## src/rtl/cap_touch_scanner.sv

```systemverilog
// cap_touch_scanner: time-multiplexed capacitive touch controller.
// Each pad in turn is discharged (all pads held low), then released while a
// shared counter measures how long the externally pulled-up pad takes to read
// high through a 2-flop synchronizer. The first pass (and any pass requested
// by recal) records per-pad baselines; later passes drive touched[] with
// hysteresis around baseline + thr.
//
// Ports:
//   clk, rst_n     clock, asynchronous active-low reset
//   enable         scan while high; the pad in flight always completes
//   recal          single-cycle request for a new baseline pass
//   thr            touch threshold above baseline (static while enabled)
//   pad_in         raw asynchronous pad levels
//   pad_out        pad drive value, constant 0
//   pad_oe         1 = drive pad low, 0 = release
//   touched        per-pad touch state
//   cal_done       every pad holds a valid baseline
//   sample_valid   one-cycle pulse per completed measurement
//   sample_pad     pad index of the latest sample
//   sample_count   measured count of the latest sample
module cap_touch_scanner #(
    parameter int unsigned NUM_PADS         = 4,
    parameter int unsigned CNT_W            = 12,
    parameter int unsigned DISCHARGE_CYCLES = 64,
    parameter int unsigned TIMEOUT          = 4095
) (
    input  logic                        clk,
    input  logic                        rst_n,
    input  logic                        enable,
    input  logic                        recal,
    input  logic [CNT_W-1:0]            thr,
    input  logic [NUM_PADS-1:0]         pad_in,
    output logic [NUM_PADS-1:0]         pad_out,
    output logic [NUM_PADS-1:0]         pad_oe,
    output logic [NUM_PADS-1:0]         touched,
    output logic                        cal_done,
    output logic                        sample_valid,
    output logic [$clog2(NUM_PADS)-1:0] sample_pad,
    output logic [CNT_W-1:0]            sample_count
);

    localparam int unsigned PW = $clog2(NUM_PADS);
    localparam int unsigned DW = (DISCHARGE_CYCLES > 1) ? $clog2(DISCHARGE_CYCLES) : 1;

    localparam logic [PW-1:0]    LAST_PAD = PW'(NUM_PADS - 1);
    localparam logic [DW-1:0]    DIS_LAST = DW'(DISCHARGE_CYCLES - 1);
    localparam logic [CNT_W-1:0] CNT_MAX  = CNT_W'(TIMEOUT);

    typedef enum logic [1:0] {
        S_IDLE,
        S_DISCHARGE,
        S_MEASURE,
        S_EVAL
    } state_t;

    state_t                r_state, w_state_nxt;
    logic [PW-1:0]         r_p, w_p_nxt;
    logic [DW-1:0]         r_dcnt, w_dcnt_nxt;
    logic [CNT_W-1:0]      r_count, w_count_nxt;
    logic [NUM_PADS-1:0]   r_sync1, r_psync;
    logic [CNT_W-1:0]      r_baseline [NUM_PADS];
    logic [CNT_W-1:0]      w_baseline_nxt [NUM_PADS];
    logic [NUM_PADS-1:0]   r_touched, w_touched_nxt;
    logic                  r_cal_pend, w_cal_pend_nxt;
    logic                  r_cal_act, w_cal_act_nxt;
    logic                  r_cal_done, w_cal_done_nxt;
    logic [NUM_PADS-1:0]   r_pad_oe, w_pad_oe_nxt;
    logic                  r_sample_valid, w_sample_valid_nxt;
    logic [PW-1:0]         r_sample_pad, w_sample_pad_nxt;
    logic [CNT_W-1:0]      r_sample_count, w_sample_count_nxt;
    logic                  w_cal_start;

    // Hysteresis levels use one extra bit so baseline + thr cannot wrap.
    logic [CNT_W:0]        w_meas, w_set_lvl, w_clr_lvl;

    assign w_meas    = {1'b0, r_count};
    assign w_set_lvl = {1'b0, r_baseline[r_p]} + {1'b0, thr};
    assign w_clr_lvl = {1'b0, r_baseline[r_p]} + {2'b00, thr[CNT_W-1:1]};

    assign pad_out      = '0;
    assign pad_oe       = r_pad_oe;
    assign touched      = r_touched;
    assign cal_done     = r_cal_done;
    assign sample_valid = r_sample_valid;
    assign sample_pad   = r_sample_pad;
    assign sample_count = r_sample_count;

    // Pad level synchronizer.
    always_ff @(posedge clk or negedge rst_n) begin
        if (!rst_n) begin
            r_sync1 <= '0;
            r_psync <= '0;
        end else begin
            r_sync1 <= pad_in;
            r_psync <= r_sync1;
        end
    end

    // State and datapath registers.
    always_ff @(posedge clk or negedge rst_n) begin
        if (!rst_n) begin
            r_state        <= S_IDLE;
            r_p            <= '0;
            r_dcnt         <= '0;
            r_count        <= '0;
            for (int i = 0; i < int'(NUM_PADS); i++) begin
                r_baseline[i] <= '0;
            end
            r_touched      <= '0;
            r_cal_pend     <= 1'b1;
            r_cal_act      <= 1'b0;
            r_cal_done     <= 1'b0;
            r_pad_oe       <= '0;
            r_sample_valid <= 1'b0;
            r_sample_pad   <= '0;
            r_sample_count <= '0;
        end else begin
            r_state        <= w_state_nxt;
            r_p            <= w_p_nxt;
            r_dcnt         <= w_dcnt_nxt;
            r_count        <= w_count_nxt;
            r_baseline     <= w_baseline_nxt;
            r_touched      <= w_touched_nxt;
            r_cal_pend     <= w_cal_pend_nxt;
            r_cal_act      <= w_cal_act_nxt;
            r_cal_done     <= w_cal_done_nxt;
            r_pad_oe       <= w_pad_oe_nxt;
            r_sample_valid <= w_sample_valid_nxt;
            r_sample_pad   <= w_sample_pad_nxt;
            r_sample_count <= w_sample_count_nxt;
        end
    end

    // Next-state, calibration and output logic.
    always_comb begin
        w_state_nxt        = r_state;
        w_p_nxt            = r_p;
        w_dcnt_nxt         = r_dcnt;
        w_count_nxt        = r_count;
        w_baseline_nxt     = r_baseline;
        w_touched_nxt      = r_touched;
        w_cal_pend_nxt     = r_cal_pend | recal;
        w_cal_act_nxt      = r_cal_act;
        w_cal_done_nxt     = r_cal_done;
        w_sample_pad_nxt   = r_sample_pad;
        w_sample_count_nxt = r_sample_count;
        w_cal_start        = 1'b0;
        w_pad_oe_nxt       = '0;
        w_sample_valid_nxt = 1'b0;

        case (r_state)
            S_IDLE: begin
                w_cal_start = r_cal_pend && (r_p == '0);
                if (enable) begin
                    w_dcnt_nxt  = '0;
                    w_state_nxt = S_DISCHARGE;
                end
            end
            S_DISCHARGE: begin
                w_dcnt_nxt = r_dcnt + 1'b1;
                if (r_dcnt == DIS_LAST) begin
                    w_count_nxt = '0;
                    w_state_nxt = S_MEASURE;
                end
            end
            S_MEASURE: begin
                // Pad-high takes priority over timeout; either way r_count is the capture.
                if (r_psync[r_p] || (r_count == CNT_MAX)) begin
                    w_state_nxt        = S_EVAL;
                    w_sample_pad_nxt   = r_p;
                    w_sample_count_nxt = r_count;
                end else begin
                    w_count_nxt = r_count + 1'b1;
                end
            end
            S_EVAL: begin
                if (r_cal_act) begin
                    w_baseline_nxt[r_p] = r_count;
                    w_touched_nxt[r_p]  = 1'b0;
                end else if (w_meas >= w_set_lvl) begin
                    w_touched_nxt[r_p] = 1'b1;
                end else if (w_meas < w_clr_lvl) begin
                    w_touched_nxt[r_p] = 1'b0;
                end
                if (r_p == LAST_PAD) begin
                    w_p_nxt = '0;
                    if (r_cal_act) begin
                        w_cal_act_nxt  = 1'b0;
                        w_cal_done_nxt = 1'b1;
                    end
                    // Only a request already latched counts; a same-cycle recal waits a round.
                    w_cal_start = r_cal_pend;
                end else begin
                    w_p_nxt = r_p + 1'b1;
                end
                if (enable) begin
                    w_dcnt_nxt  = '0;
                    w_state_nxt = S_DISCHARGE;
                end else begin
                    w_state_nxt = S_IDLE;
                end
            end
            default: w_state_nxt = S_IDLE;
        endcase

        // A new baseline pass invalidates calibration and all touch state.
        if (w_cal_start) begin
            w_cal_act_nxt  = 1'b1;
            w_cal_done_nxt = 1'b0;
            w_touched_nxt  = '0;
            w_cal_pend_nxt = recal;
        end

        // Pad drive follows the state being entered so it lines up with the FSM.
        case (w_state_nxt)
            S_DISCHARGE:        w_pad_oe_nxt = '1;
            S_MEASURE, S_EVAL:  w_pad_oe_nxt = ~(NUM_PADS'(1) << w_p_nxt);
            default:            w_pad_oe_nxt = '0;
        endcase

        w_sample_valid_nxt = (w_state_nxt == S_EVAL);
    end

endmodule
```

## config.mk

```make
export PLATFORM = sky130hd
export DESIGN_NAME = cap_touch_scanner
export DESIGN_NICKNAME = d
export VERILOG_FILES = /design/src/rtl/cap_touch_scanner.sv
export SDC_FILE = /design/constraint.sdc
export NUM_CORES = 1
export LEC_CHECK = 0
export BUFFER_PORTS_ARGS = -buffer_cell sky130_fd_sc_hd__buf_2
export CAP_MARGIN = 10
export CORE_AREA = 2 2 127 129
export CTS_CLUSTER_SIZE = 12
export DETAILED_ROUTE_END_ITERATION = 7
export DIE_AREA = 0 0 129 131
export SYNTH_ARGS = -nofsm -noshare
export SYNTH_HDL_FRONTEND = slang
export SYNTH_SLANG_ARGS = --single-unit
export TNS_END_PERCENT = 20
```

## constraint.sdc

```tcl
create_clock -name clk -period 10.3 [get_ports clk]
set_clock_uncertainty 0.05 [all_clocks]
set_input_delay 0.515 -clock clk [delete_from_list [all_inputs] [get_ports clk]]
set_output_delay 0.515 -clock clk [all_outputs]
set_load 0.1 [all_outputs]
```

* Yosys cells after proc, flatten, opt, wreduce, memory -nomap -nowiden *
Cells that the tools add are included.

operators by class
  add/subtract/negate cells = 5
  order comparisons = 6
  eq/ne operators = 12
  shift-type cells = 1
  muxes and demuxes = 38
  bitwise gates (word level) = 6
  reductions and logical operators = 21

operators by type and width
  kind                                           count
  two-way mux 12 bit                             5
  bitwise mux 48 bit                             1
  binary-select mux 12 bit (select 2 bit)        1
  demux 12 bit (select 2 bit)                    1
  case mux 12 bit (2 select lines)               1
  two-way mux 4 bit                              5
  adder 12 x 11 -> 13 bit                        1
  adder 12 x 12 -> 13 bit                        1
  >= comparator 12 x 13 -> 1 bit                 1
  < comparator 12 x 13 -> 1 bit                  1
  adder 12 x 1 -> 12 bit, second input constant  1
  equality test 12 bit, second input constant    1
  two-way mux 1 bit                              12
  case mux 6 bit (2 select lines)                1
  equality test 2 bit, second input constant     5
  two-way mux 2 bit                              5
  AND reduction 2 bit                            5
  nonzero test 2 bit                             5
  NOT 4 bit                                      2
  case mux 2 bit (4 select lines)                1
  case mux 4 bit (2 select lines)                1
  adder 6 x 1 -> 6 bit, second input constant    1
  equality test 6 bit, second input constant     1
  two-way mux 6 bit                              1
  22 further kinds                               29

storage, ports and cells
  flip-flop bits (word level) = 104
  input port bits = 20
  output and inout port bits = 28

* Longest topological paths before layout *
  word-level depth = 11
  mapped depth = 19

* Worst setup path before layout *
OpenSTA, ideal clock, no wires.

  path type = reg-to-reg
  start point = reg r_p[0]
  end point = reg r_touched[0], in the netlist touched[0]
  arrival = 4050 ps
  setup slack = 6080 ps
  stages on the path, launching flop included = 17
  path buffers = 2
  clock period less this slack = 4220 ps
  cell sequence = dfrtp_1 > buf_6 > buf_2 > mux4_2 > ha_1 > a211o_1 > o211ai_1 > a21oi_1 > a41o_1 > o41ai_1 > xor2_1 > ha_1 > a21oi_1 > o21ai_0 > nor4_1 > o31ai_1 > a31o_2

on the way
  word-level cells in the longest chain between the ends = 11
  elaborated cells between the ends (all ways) = 29
  classes of those cells = 2 x add/sub; 4 x order compare; 1 x eq/ne; 12 x mux; 4 x bitwise; 6 x reduce/logical

ends and longest elaborated chain
  element                                                                           RTL line  RTL
  start: declaration                                                                57        logic [PW-1:0] r_p, w_p_nxt;
  start signal: assignment                                                          119       r_p <= w_p_nxt;
  parallel branches: the longest is 11 deep, another holds adder 12 x 12 -> 13 bit  -
  end signal: assignment                                                            123       r_touched <= w_touched_nxt;
  end: declaration                                                                  63        logic [NUM_PADS-1:0] r_touched, w_touched_nxt;

Several ways; the timed one is not identified. The select of a mux whose other input is x is not followed.
A chain may end at the register's enable or synchronous reset.

* Worst setup path after layout *
  start point = reg r_p[0]
  end point = reg r_touched[3], in the netlist touched[3]

The elaborated chain is that of the path after synthesis.

==> summary.md <==
| Metric | Value |
|---|---|
| # clock sinks | `104` |
| TritonCTS clock tree | `done` |
| RePlAce Congestion | `~0.85` |
| Vias in the first global route | `4457` |
| Die X-Extent | `roughly 130 µm` |
| Worst Path Max Fanout | `16` |
| Nature of the critical path endpoint | `register` |
| Setup_tns | `0 ns` |
| Asr flop ratio synth | `1.00` |
| Worst reg2reg path endpoint | `touched[3]` |
| GRT Util Overall | `0.171` |
| Nets | `between 600 and 700` |
| Max H-tree Level | `3` |
| Worst EP required | `10.49 ns` |
| Die height | `131 µm` |
| Row cnt | `46` |
| Synthesized-area fraction occupied by xor and xnor cells | `0.0400` |
| Worst vdd ir | `0.104 mV` |
| Final Slew Violations | `0` |
| Antenna violations before repair | `0` |
| Syn_area_per_cell | `10.7 µm²` |
| Total iterations of the first detailed-routing run | `5` |
| Reg2Reg Setup Slack | `5.01 ns` |
| R2r worst-path depth | `14` |
| Most common cell after layout, fill and taps aside | `dfrtp_1` |
| Mux cell area share after synthesis | `0.123` |
| Final Util | `0.435` |
| Hold Path Class | `in -> reg` |
| Period minus WS final | `~5.3 ns` |
| CP Class | `reg -> reg` |
| RSZ-0062 raised after global routing | `no` |
| Final ANT Viol Nets | `0` |
| Share of post-route cells with drive strength above 1 | `0.205` |
| LEAKAGE | `roughly 3.3 nW` |
| Area added between synthesis and finish | `10.6%` |
| Via/cell ratio | `about 5.4` |
| Yosys reg bits | `104` |
| Initial cell density of the core | `0.393` |
| Worst reg2reg startpoint | `r_p[0]` |
| Root Buffer | `clkbuf_16` |
| DR vias | `4506` |
| Power Density | `170 nW/µm²` |
| Grt total ovfl | `0` |
| Number of setup buffers added after CTS | `0` |
| Final Hold Viols | `0` |
| Outcome | `completed` |
| Reg clk slew, reported paths | `around 0.070 ns` |
| Max-slew headroom | `0.292` |
| I/O Buffers | `43` |
| CP startpoint kind | `register` |
| Synthesized area | `6130 µm²` |
| Simple-Gate Fraction of Synth Area | `0.136` |
| Worst slew pin tran | `1.06 ns` |
| EDFF count, synth | `0` |
| Adder-cell area share of the yosys netlist | `0.123` |
| DR WL/cell | `16.6 µm` |
| Seq/Total Area, Yosys | `0.425` |
| Cts repair resizes | `0` |
| Crit path from | `r_p[0]` |
| Mapped Cells | `574` |
| Fmax | `189 MHz` |
| Combinational family with the most area after synthesis | `simple AND/OR/NAND/NOR gates` |
| WL final | `13.7 mm` |
| Commonest cells after routing, fill and taps aside | `103 x dfrtp_1, 72 x nand2_1, 57 x ha_1` |
| Max Cap Viol | `0` |
| Final Cycle Share | `0.513` |
| Synth Warn # | `0` |
| Core Footprint | `15600 µm²` |
| Final setup viols | `0` |
| Clk buf depth | `2` |
| Worst setup path end | `touched[3]` |
| Synth Area in Compound Gates | `0.121` |
| DRC Markers | `0` |
| I/O pin cnt | `48` |
| Clock Latency Late Sink | `0.35 ns` |
| First-pass GRT wire length | `22.6 mm` |
| Prevailing post-synth register cell | `dfrtp_1` |
| HPWL Detailed | `9.90 mm` |
| Die area | `16900 µm²` |
| # diodes | `0` |
| Largest net degree at the start of global routing | `86` |
| Num CTS Buffers | `9` |
| Worst Path Arrival | `5.48 ns` |
| Synth cell types | `53` |
| Initial DRC count | `275` |
critical path: stages, from the launching register on:
cell and delay [ns]:
dfrtp_1 0.97, mux4_2 0.68, ha_1 0.33, a211o_1 0.30
o211ai_1 0.15, a21oi_1 0.14, a41o_1 0.28, o41ai_1 0.31
xor2_1 0.20, ha_1 0.28, a21oi_1 0.14, o21ai_0 0.14
nor4_1 0.77, o31ai_1 0.19, a31o_2 0.25
cells by family after synthesis:
| family | count (synthesis) |
|---|---|
| mux | 54 |
| compound gates | 113 |
| fa+ha+maj | 59 |
| buf+inv | 43 |
| simple gates | 172 |
| xor+xnor | 28 |
| flops | 104 |
| other cells | 1 |
metrics by stage:
step,hold slack (ns),cells,cell area (µm²),setup WS [ns],power [W]
floorplan,0.169,577,6140,6.08,0.000775
global placement,0.288,809,6490,5.24,0.000836
detailed placement,0.292,809,6490,4.97,0.000844
CTS,0.208,826,6780,4.93,0.00116
global route,0.210,827,6780,4.55,0.00121
finish,0.221,827,6780,5.01,0.00115
worst min path at each step:
| stage | from | endpoint | slack (ns) | depth (start not counted) |
|---|---|---|---|---|
| 5_1_grt | pad_in[1] | r_sync1[1] | 0.21 | 1 |
| 2_1_floorplan | rst_n | cal_done | 0.17 | 0 |
| 4_1_cts | pad_in[1] | r_sync1[1] | 0.21 | 1 |
| 3_3_place_gp | r_sync1[1] | r_psync[1] | 0.29 | 0 |
| 6_report | pad_in[1] | r_sync1[1] | 0.22 | 1 |
| 3_5_place_dp | r_sync1[2] | r_psync[2] | 0.29 | 0 |
registers in the layout, summed over array words and instances (netlist names):
signal        cells
sample_valid      1
sample_count     12
r_count          12
cal_done          1
touched           4
r_cal_pend        1
pad_oe            4
r_sync1           4
r_state           2
r_baseline       48
r_psync           4
r_cal_act         1
sample_pad        2
r_dcnt            6
r_p               2
Yosys cell counts, types with 13 or more instances:
cell type	count	area share
xor2_1	13	0.019
inv_1	15	0.0092
xnor2_1	15	0.021
a21oi_1	20	0.016
dfrtp_1	103	0.42
o21ai_0	34	0.028
nand2_1	72	0.044
nand3_1	28	0.023
clkbuf_1	14	0.0086
mux4_2	13	0.048
mux2_2	41	0.075
ha_1	57	0.12
nor2_1	24	0.015
layout make-up:
class / instances / area, µm²
clock buffer: 9 / 225
clock inverter: 7 / 47.5
fill: 1501 / 8820
inverter: 15 / 56.3
multi-input combinational: 430 / 3340
sequential: 104 / 2600
tap: 216 / 270
timing repair buffer: 46 / 240
repair_timing:
item	in CTS	in global routing
hold endpoints to repair	19	0
hold buffers	1	0
endpoints found under the setup margin	0	0
power by group:
group | leakage [nW] | total [W] | internal, W | switching, W
Combinational | 1.77 | 0.000343 | 0.0000968 | 0.000246
Clock | 0.132 | 0.000314 | 0.000164 | 0.000150
Sequential | 1.41 | 0.000493 | 0.000443 | 0.0000502
routing by layer:
layer,share of wire,up-vias,GRT usage
met3,0.041,14,0.0285
met2,0.47,104,0.280
met5,0,-,0
met4,0.015,0,0.0518
met1,0.48,2251,0.235
li1,-,2137,-
(Power assumes the default switching activity.)
